File: src/rtl/cpu_fetch_queue.sv
// cpu_fetch_queue: PC generator, pipelined imem requester and in-order
// instruction queue feeding decode. Redirect flushes the queue and drops
// responses still in flight.
// Optional feature macro FETCH_PERF_CNT_EN adds perf_stall_cycles and
// perf_redirects saturating counters.

module cpu_fetch_queue #(
   parameter int unsigned     XLEN            = 32,
   parameter logic [XLEN-1:0] RESET_PC        = '0,
   parameter int unsigned     DEPTH           = 4,
   parameter int unsigned     MAX_OUTSTANDING = 2
) (
   input  logic            clk,
   input  logic            reset,
   output logic            imem_req_valid,
   input  logic            imem_req_ready,
   output logic [XLEN-1:0] imem_req_addr,
   input  logic            imem_rsp_valid,
   input  logic [XLEN-1:0] imem_rsp_data,
   input  logic            redirect_valid,
   input  logic [XLEN-1:0] redirect_pc,
   output logic            instr_valid,
   input  logic            instr_ready,
   output logic [XLEN-1:0] instr,
   output logic [XLEN-1:0] pc_out
`ifdef FETCH_PERF_CNT_EN
   ,
   output logic [31:0]     perf_stall_cycles,
   output logic [31:0]     perf_redirects
`endif
);

   localparam int unsigned QAW = $clog2(DEPTH);
   localparam int unsigned CW  = QAW + 1;
   localparam int unsigned OW  = $clog2(MAX_OUTSTANDING) + 1;
   localparam int unsigned IAW = (MAX_OUTSTANDING > 1) ? $clog2(MAX_OUTSTANDING) : 1;

   // ST_HOLD keeps requests off for the first edge after reset release
   typedef enum logic {ST_HOLD, ST_RUN} state_t;

   state_t          state_q, state_d;
   logic [XLEN-1:0] fetch_pc_q, fetch_pc_d;
   logic [CW-1:0]   count_q, count_d;
   logic [QAW-1:0]  head_q, head_d;
   logic [QAW-1:0]  tail_q, tail_d;
   logic [OW-1:0]   outstanding_q, outstanding_d;
   logic [OW-1:0]   drop_q, drop_d;
   logic [IAW-1:0]  if_rd_q, if_rd_d;
   logic [IAW-1:0]  if_wr_q, if_wr_d;

   logic [XLEN-1:0] q_data_q [DEPTH];
   logic [XLEN-1:0] q_pc_q   [DEPTH];
   logic [XLEN-1:0] if_pc_q  [MAX_OUTSTANDING];

   logic credit_ok;
   logic req_fire;
   logic rsp_keep;
   logic push;
   logic pop;

   // in-flight PC FIFO pointers wrap at MAX_OUTSTANDING, which need not be a power of two
   function automatic logic [IAW-1:0] if_next(input logic [IAW-1:0] p);
      if (32'(p) == MAX_OUTSTANDING - 1) return '0;
      return p + IAW'(1);
   endfunction

   // head of queue and current fetch address come straight from registers
   always_comb begin
      instr_valid   = (count_q != '0);
      instr         = q_data_q[head_q];
      pc_out        = q_pc_q[head_q];
      imem_req_addr = fetch_pc_q;
   end

   // request credit check and handshake qualifiers
   always_comb begin
      credit_ok      = (32'(outstanding_q) < MAX_OUTSTANDING) &&
                       ((32'(count_q) + 32'(outstanding_q)) < DEPTH);
      imem_req_valid = (state_q == ST_RUN) && !redirect_valid && credit_ok;
      req_fire       = imem_req_valid && imem_req_ready;
      rsp_keep       = imem_rsp_valid && (drop_q == '0);
      push           = rsp_keep && !redirect_valid;
      pop            = instr_valid && instr_ready && !redirect_valid;
   end

   // next-state for PC, queue pointers and request accounting; redirect overrides all
   always_comb begin
      state_d       = ST_RUN;
      fetch_pc_d    = fetch_pc_q;
      count_d       = count_q;
      head_d        = head_q;
      tail_d        = tail_q;
      outstanding_d = outstanding_q;
      drop_d        = drop_q;
      if_rd_d       = if_rd_q;
      if_wr_d       = if_wr_q;
      if (redirect_valid) begin
         fetch_pc_d    = {redirect_pc[XLEN-1:2], 2'b00};
         count_d       = '0;
         head_d        = '0;
         tail_d        = '0;
         if_rd_d       = '0;
         if_wr_d       = '0;
         // everything still in flight after this cycle belongs to the old path
         outstanding_d = outstanding_q - OW'(imem_rsp_valid);
         drop_d        = outstanding_d;
      end else begin
         if (req_fire) begin
            fetch_pc_d = fetch_pc_q + XLEN'(4);
            if_wr_d    = if_next(if_wr_q);
         end
         if (imem_rsp_valid && (drop_q != '0)) begin
            drop_d = drop_q - OW'(1);
         end
         if (rsp_keep) begin
            if_rd_d = if_next(if_rd_q);
         end
         if (push) begin
            tail_d = tail_q + QAW'(1);
         end
         if (pop) begin
            head_d = head_q + QAW'(1);
         end
         count_d       = count_q + CW'(push) - CW'(pop);
         outstanding_d = outstanding_q + OW'(req_fire) - OW'(imem_rsp_valid);
      end
   end

   // control state registers
   always_ff @(posedge clk or negedge reset) begin
      if (!reset) begin
         state_q       <= ST_HOLD;
         fetch_pc_q    <= RESET_PC;
         count_q       <= '0;
         head_q        <= '0;
         tail_q        <= '0;
         outstanding_q <= '0;
         drop_q        <= '0;
         if_rd_q       <= '0;
         if_wr_q       <= '0;
      end else begin
         state_q       <= state_d;
         fetch_pc_q    <= fetch_pc_d;
         count_q       <= count_d;
         head_q        <= head_d;
         tail_q        <= tail_d;
         outstanding_q <= outstanding_d;
         drop_q        <= drop_d;
         if_rd_q       <= if_rd_d;
         if_wr_q       <= if_wr_d;
      end
   end

   // queue and in-flight PC storage; cleared on reset so instr/pc_out read 0
   always_ff @(posedge clk or negedge reset) begin
      if (!reset) begin
         for (int unsigned i = 0; i < DEPTH; i++) begin
            q_data_q[i] <= '0;
            q_pc_q[i]   <= '0;
         end
         for (int unsigned i = 0; i < MAX_OUTSTANDING; i++) begin
            if_pc_q[i] <= '0;
         end
      end else begin
         if (req_fire) begin
            if_pc_q[if_wr_q] <= fetch_pc_q;
         end
         if (push) begin
            q_data_q[tail_q] <= imem_rsp_data;
            q_pc_q[tail_q]   <= if_pc_q[if_rd_q];
         end
      end
   end

`ifdef FETCH_PERF_CNT_EN
   logic [31:0] stall_q, stall_d;
   logic [31:0] redir_q, redir_d;

   // saturating event counters
   always_comb begin
      stall_d = stall_q;
      redir_d = redir_q;
      if (!instr_valid && instr_ready && (stall_q != '1)) begin
         stall_d = stall_q + 32'd1;
      end
      if (redirect_valid && (redir_q != '1)) begin
         redir_d = redir_q + 32'd1;
      end
   end

   // counter registers
   always_ff @(posedge clk or negedge reset) begin
      if (!reset) begin
         stall_q <= '0;
         redir_q <= '0;
      end else begin
         stall_q <= stall_d;
         redir_q <= redir_d;
      end
   end

   assign perf_stall_cycles = stall_q;
   assign perf_redirects    = redir_q;
`else
   // performance counters not built
`endif

endmodule

File: config.mk
export PLATFORM = sky130hd
export DESIGN_NAME = cpu_fetch_queue
export DESIGN_NICKNAME = d
export VERILOG_FILES = /design/src/rtl/cpu_fetch_queue.sv
export SDC_FILE = /design/constraint.sdc
export NUM_CORES = 1
export LEC_CHECK = 0
export ABC_AREA = 0
export BUFFER_PORTS_ARGS = -buffer_cell sky130_fd_sc_hd__buf_4
export CORE_MARGIN = 3
export CORE_UTILIZATION = 40
export DETAILED_ROUTE_END_ITERATION = 10
export PLACE_DENSITY_LB_ADDON = 0.12
export SYNTH_ARGS = -nofsm -noshare
export SYNTH_HDL_FRONTEND = slang
export SYNTH_SLANG_ARGS = --single-unit
File: constraint.sdc
create_clock -name clk -period 2.71 [get_ports clk]
set_input_delay 0.813 -clock clk [delete_from_list [all_inputs] [get_ports clk]]
set_output_delay 0.813 -clock clk [all_outputs]
set_load 0.02 [all_outputs]
==> results of run 1 <==
worst register-to-register path, cell delays in order (launching register included):
cell and delay, ns:
dfrtp_1 0.44, or3_1 0.50, nand2_1 0.17, nor2_1 0.06, ha_1 0.27, inv_1 0.06
ha_1 0.13, inv_1 0.05, fa_1 0.37, xnor2_1 0.16, nor2_1 0.05
layout by cell type (no fill, tap or decap), drive strengths merged, types with 13 or more instances in the layout:
master,netlist,layout
dfrtp,352,352
nand3,20,20
clkbuf,44,65
inv,16,16
nor2,21,21
nand2,167,167
mux2,185,185
mux4,62,62
o21ai,143,143
buf,36,205
xnor2,13,13
mux2i,31,31
cell families (layout without fill, tap and decap cells):
logic type	after synthesis	in the layout	share of synthesized area
other	2	5	0.000485
muxes	278	278	0.245
buffers and inverters	96	295	0.0273
AOI/OAI and AO/OA	175	175	0.0621
xor gates and xnor gates	22	22	0.0125
DFF	352	352	0.569
adders and majority gates	13	13	0.0110
and+or+nand+nor	246	246	0.0723
report_power, final:
part	leakage [nW]	switching [mW]	internal (mW)
Sequential	4.68	0.782	6.54
Combinational	3.49	3.00	3.30
Clock	0.657	2.08	3.34
repair_timing:
item	4_1_cts	5_1_grt
setup buffers	4	0
gates resized for setup	43	19
gates cloned	1	2
endpoints found under the setup margin	62	63
pin swaps	0	0
metal layers:
layer / routed length [um] / part of all wire
met1: 17500 / 0.48
met2: 16700 / 0.46
met3: 1390 / 0.039
met4: 602 / 0.017
met5: 0 / 0
sequential cells by signal, indices dropped and copies added (netlist names):
signal and count:
state_q 1, head_q 2, if_pc_q 60, tail_q 2
drop_q 2, imem_req_addr 30, q_data_q 128, if_wr_q 1
count_q 3, q_pc_q 120, outstanding_q 2, if_rd_q 1
stage by stage:
step	cells	setup slack, ns	hold slack, ns	TNS, ns	util
final	1897	-0.138	0.191	-4.78	0.507
after global routing	1897	-0.197	0.184	-9.08	0.507
after CTS	1896	-0.165	0.184	-7.05	0.504
after detailed placement	1819	0.142	0.466	0	0.463
after global placement	1819	0.201	0.456	0	0.463
after floorplan	1187	0.115	0.445	0	-
cell type report:
class,count,area (um^2),share of cell area
clock buffers,63,1210,0.0629
clock inverters,9,120,0.00625
inverters,16,60.1,0.00313
multi-input cells,739,6290,0.327
flip-flops and latches,352,8820,0.459
well taps,511,639,0.0333
repair buffers,207,2080,0.108
path summary, 6_finish.rpt:
path	slack, ns	cells past startpoint	start	end
min in group clk	0.47	2	q_pc_q[18]	q_pc_q[18]
worst min register to register	0.47	2	q_pc_q[18]	q_pc_q[18]
max in group asynchronous	1.82	2	reset	q_data_q[28]
worst max register to register	0.35	10	count_q[1]	count_q[2]
worst min-delay path	0.19	1	reset	q_data_q[105]
worst max-delay path	-0.14	4	head_q[0]	pc_out[24]
==> impl_metrics.ini, run 1 <==
[sta]
tightestPinTransition_ns = 0.661
setup_slack_ns = -0.138
hold_viol_final = 0
setup_viol_count_final = 62
rsz0062_at_grt = true
max_slew_margin = 0.556
drv_slew = 0
skew_ns = 0.00953
final.period_utilization = 1.05
fmax_mhz = 351
fin_crit_ns = 2.85

[clock_tree]
cts_tree = yes
clk_latency_ns = 0.53
ctsHoldBuffers = 0
htree_levels = 2
root_buffer = clkbuf_16
clk_pin_slew_ns = 0.06
clock_sinks = 352
cts_made_buffers = 41
cts.path.max_buffers = 3

[run]
cap_violations = 0

[synth]
synth-edff-count = 0
synth-main-ff-cell = dfrtp_1
avgSynthCellArea_um2 = 13.1
synth.area.top_cells = dfrtp_1 57%, mux2_2 13%, mux4_2 9.0%, o21ai_0 4.5%, nand2_1 4.0%
seq_area_frac_synth = 0.569
synth_top_cell_by_area = dfrtp_1
synth_top_area_share = 0.569
synth_area_um2 = 15500
synth-seq-cells = 352
synth.top_cells.by_count = 352 x dfrtp_1, 179 x mux2_2, 166 x nand2_1, 139 x o21ai_0, 62 x mux4_2
yosys.cell_count.top_type = dfrtp_1
synthDistinctLibCells = 52
ys_warn_count = 0
syn_inst = 1184
synth_async_sr_flop_share = 1.00

[detailed_routing]
postRouteAntennaNets = 0
routed_via_density = 5.16
num_vias = 9787
dr.pass1.iters = 4
drt-total-wl_um = 36100
wl_per_cell_um = 19.1
drt_iter0_drc = 529
remaining_drc_errors = 0

[global_route]
met3_usage = 0.0298
grt_overflow_total = 0
use_met2 = 0.284
met1_usage = 0.262
grt_max_degree = 68
grt_usage = 0.179
grt_first_pass_wirelength_um = 58900
antenna_found_initial = 0
grt_pass1_vias = 10587
top_usage_layer = met2

[placement]
place.gp.congestion = 0.766
place_area_um2 = 17600
numPortBuffers = 161
hpwl_um = 23000

[pwr]
power.leakage_nw = 8.83
irDropWorstVdd_mv = 0.414
p_total_mw = 19.0
p_per_area_nw_per_um2 = 991

[cells_and_area]
layout-drive-gt1-share = 0.381
antennaDiodeCount = 0
nets = 1440
nFillCells = 3419
syn2layout_area_growth_pct = 24.2
stdcell_area_um2 = 19200

[setup_path]
end_kind = output port
crit_fanout = 5
cpLargestDelayFamily = flip-flops
cp.arrival_ns = 2.03
cpMostUsedCell = buf_6
path_class = flip-flop to output port
crit_path_max_incr_delay_ns = 0.53
startpoint_type = flip-flop
worst_ep_required_time_ns = 1.90
crit_path_cell_trace = buf_6 > clkbuf_16 > mux4_2 > buf_6
crit_buf_inv = 3
critPathSlowestCell = dfrtp_4

[floorplanning]
core_um2 = 37900
num_rows = 71
die_area_um2 = 41100
die_w_um = 203
initial_core_util = 0.408
ios = 168
dieHeight_um = 203

[worst_hold_path]
hp-class = primary input to asynchronous set/reset pin

[status]
violations = setup timing
status = finished, violations left
(Power assumes the default switching activity.)
==> run 2, diff against run 1 <==
SKIP_CTS_REPAIR_TIMING = 1   (was default)
==> impl_metrics.ini, run 2 (synthesis gave the netlist of run 1 again) <==
[status]
status = finished, violations left
violations = setup timing

[cells_and_area]
antennaDiodeCount = 0
layout_commonest_cell = dfrtp_1
top_register = q_data_q
reg.largest.list = q_data_q: 128 flops, q_pc_q: 120 flops, if_pc_q: 60 flops
syn2layout_area_growth_pct = 24.5
stdcell_count = 1900
nFillCells = 3419
stdcell_area_um2 = 19300
nets = 1443
layout_common_cells = 349 x dfrtp_1, 179 x mux2_2, 162 x nand2_1
largest_reg_flops = 128
layout-drive-gt1-share = 0.382

[clock_tree]
clk_latency_ns = 0.52
cts_made_buffers = 41
cts.path.max_buffers = 3
htree_levels = 2
root_buffer = clkbuf_16
clock_sinks = 352
clk_pin_slew_ns = 0.06
cts_tree = yes

[sta]
fin_crit_ns = 2.82
tightestPinTransition_ns = 0.610
fmax_mhz = 355
rsz0062_at_grt = true
drv_slew = 0
final.period_utilization = 1.04
max_slew_margin = 0.589
hold_viol_final = 0
finalSetupTns_ns = -3.42
setup_viol_count_final = 48
setup_slack_ns = -0.106
hold_ws_ns = 0.188
skew_ns = 0.00764

[placement]
numPortBuffers = 161
place_area_um2 = 17600
hpwl_um = 23000
dp.cells = 1819
place.gp.congestion = 0.766

[setup_path]
crit_path_max_incr_delay_ns = 0.56
critPathSlowestCell = mux4_2
end_kind = output port
cp.arrival_ns = 2.00
path_class = flip-flop to output port
startpoint_type = flip-flop
worst_ep_required_time_ns = 1.90
cpLargestDelayFamily = multiplexers
crit_fanout = 8
crit_buf_inv = 3
crit_path_cell_trace = buf_12 > buf_16 > mux4_2 > buf_6

[global_route]
grt_pass1_vias = 10550
antenna_found_initial = 0
grt_first_pass_wirelength_um = 58400
grt_overflow_total = 0
grt_max_degree = 68
grt_usage = 0.178

[floorplanning]
initial_core_util = 0.408
core_um2 = 37900
num_rows = 71
die_w_um = 203
ios = 168
dieHeight_um = 203
die_area_um2 = 41100

[pwr]
p_total_mw = 19.1
p_per_area_nw_per_um2 = 992
power.leakage_nw = 8.85
irDropWorstVdd_mv = 0.408

[detailed_routing]
drt-total-wl_um = 36300
postRouteAntennaNets = 0
routed_via_density = 5.16
remaining_drc_errors = 0
drt_iter0_drc = 558
wl_per_cell_um = 19.1
num_vias = 9807
dr.pass1.iters = 4

[worst_hold_path]
hp-class = primary input to asynchronous set/reset pin

[run]
cap_violations = 0
-- run 2: stage by stage --
| step | utilization | worst slack, ns |
|---|---|---|
| after global routing | 0.508 | -0.164 |
| final | 0.508 | -0.106 |
| after global placement | 0.463 | 0.201 |
| after detailed placement | 0.463 | 0.142 |
| after floorplan | - | 0.115 |
| after CTS | 0.498 | -0.252 |
-- run 2: final timing paths --
check	slack, ns	depth (start not counted)	endpoint	from
worst max-delay path	-0.11	4	instr[13]	head_q[0]
max in group asynchronous	1.81	2	q_data_q[30]	reset
worst min register to register	0.47	2	q_pc_q[40]	q_pc_q[40]
worst max register to register	0.36	10	count_q[2]	count_q[1]
worst min-delay path	0.19	1	q_data_q[105]	reset
min in group clk	0.47	2	q_pc_q[40]	q_pc_q[40]
-- run 2: final cells by class --
| type | count | area, um^2 | share of cell area |
|---|---|---|---|
| clock buffer | 63 | 1210 | 0.0627 |
| clock inverter | 9 | 120 | 0.00623 |
| inverter | 16 | 60.1 | 0.00312 |
| multi-input combinational | 739 | 6290 | 0.326 |
| sequential | 352 | 8820 | 0.458 |
| tap | 511 | 639 | 0.0332 |
| timing repair buffer | 210 | 2130 | 0.111 |
-- run 2: power by group --
group	internal, mW	switching, mW
combinational	3.35	3.03
sequential	6.54	0.763
clock	3.34	2.10
total	13.2	5.89
-- run 2: worst reg2reg max path, delay by kind of cell (launching register included) --
kind | cells | cell delay, ns
XOR/XNOR | 1 | 0.16
adder cells (fa/ha/maj) | 3 | 0.77
buffers and inverters | 2 | 0.11
flip-flops | 1 | 0.44
AND/OR/NAND/NOR | 4 | 0.78
-- run 2: per-layer routing --
metal | vias up | part of all wire | wire length, um | global-route usage
met1 | 4978 | 0.48 | 17400 | 0.259
met3 | 41 | 0.041 | 1500 | 0.0295
met4 | 0 | 0.017 | 606 | 0.0396
met2 | 195 | 0.46 | 16800 | 0.282
met5 | - | 0 | 0 | 0
li1 | 4593 | - | - | -
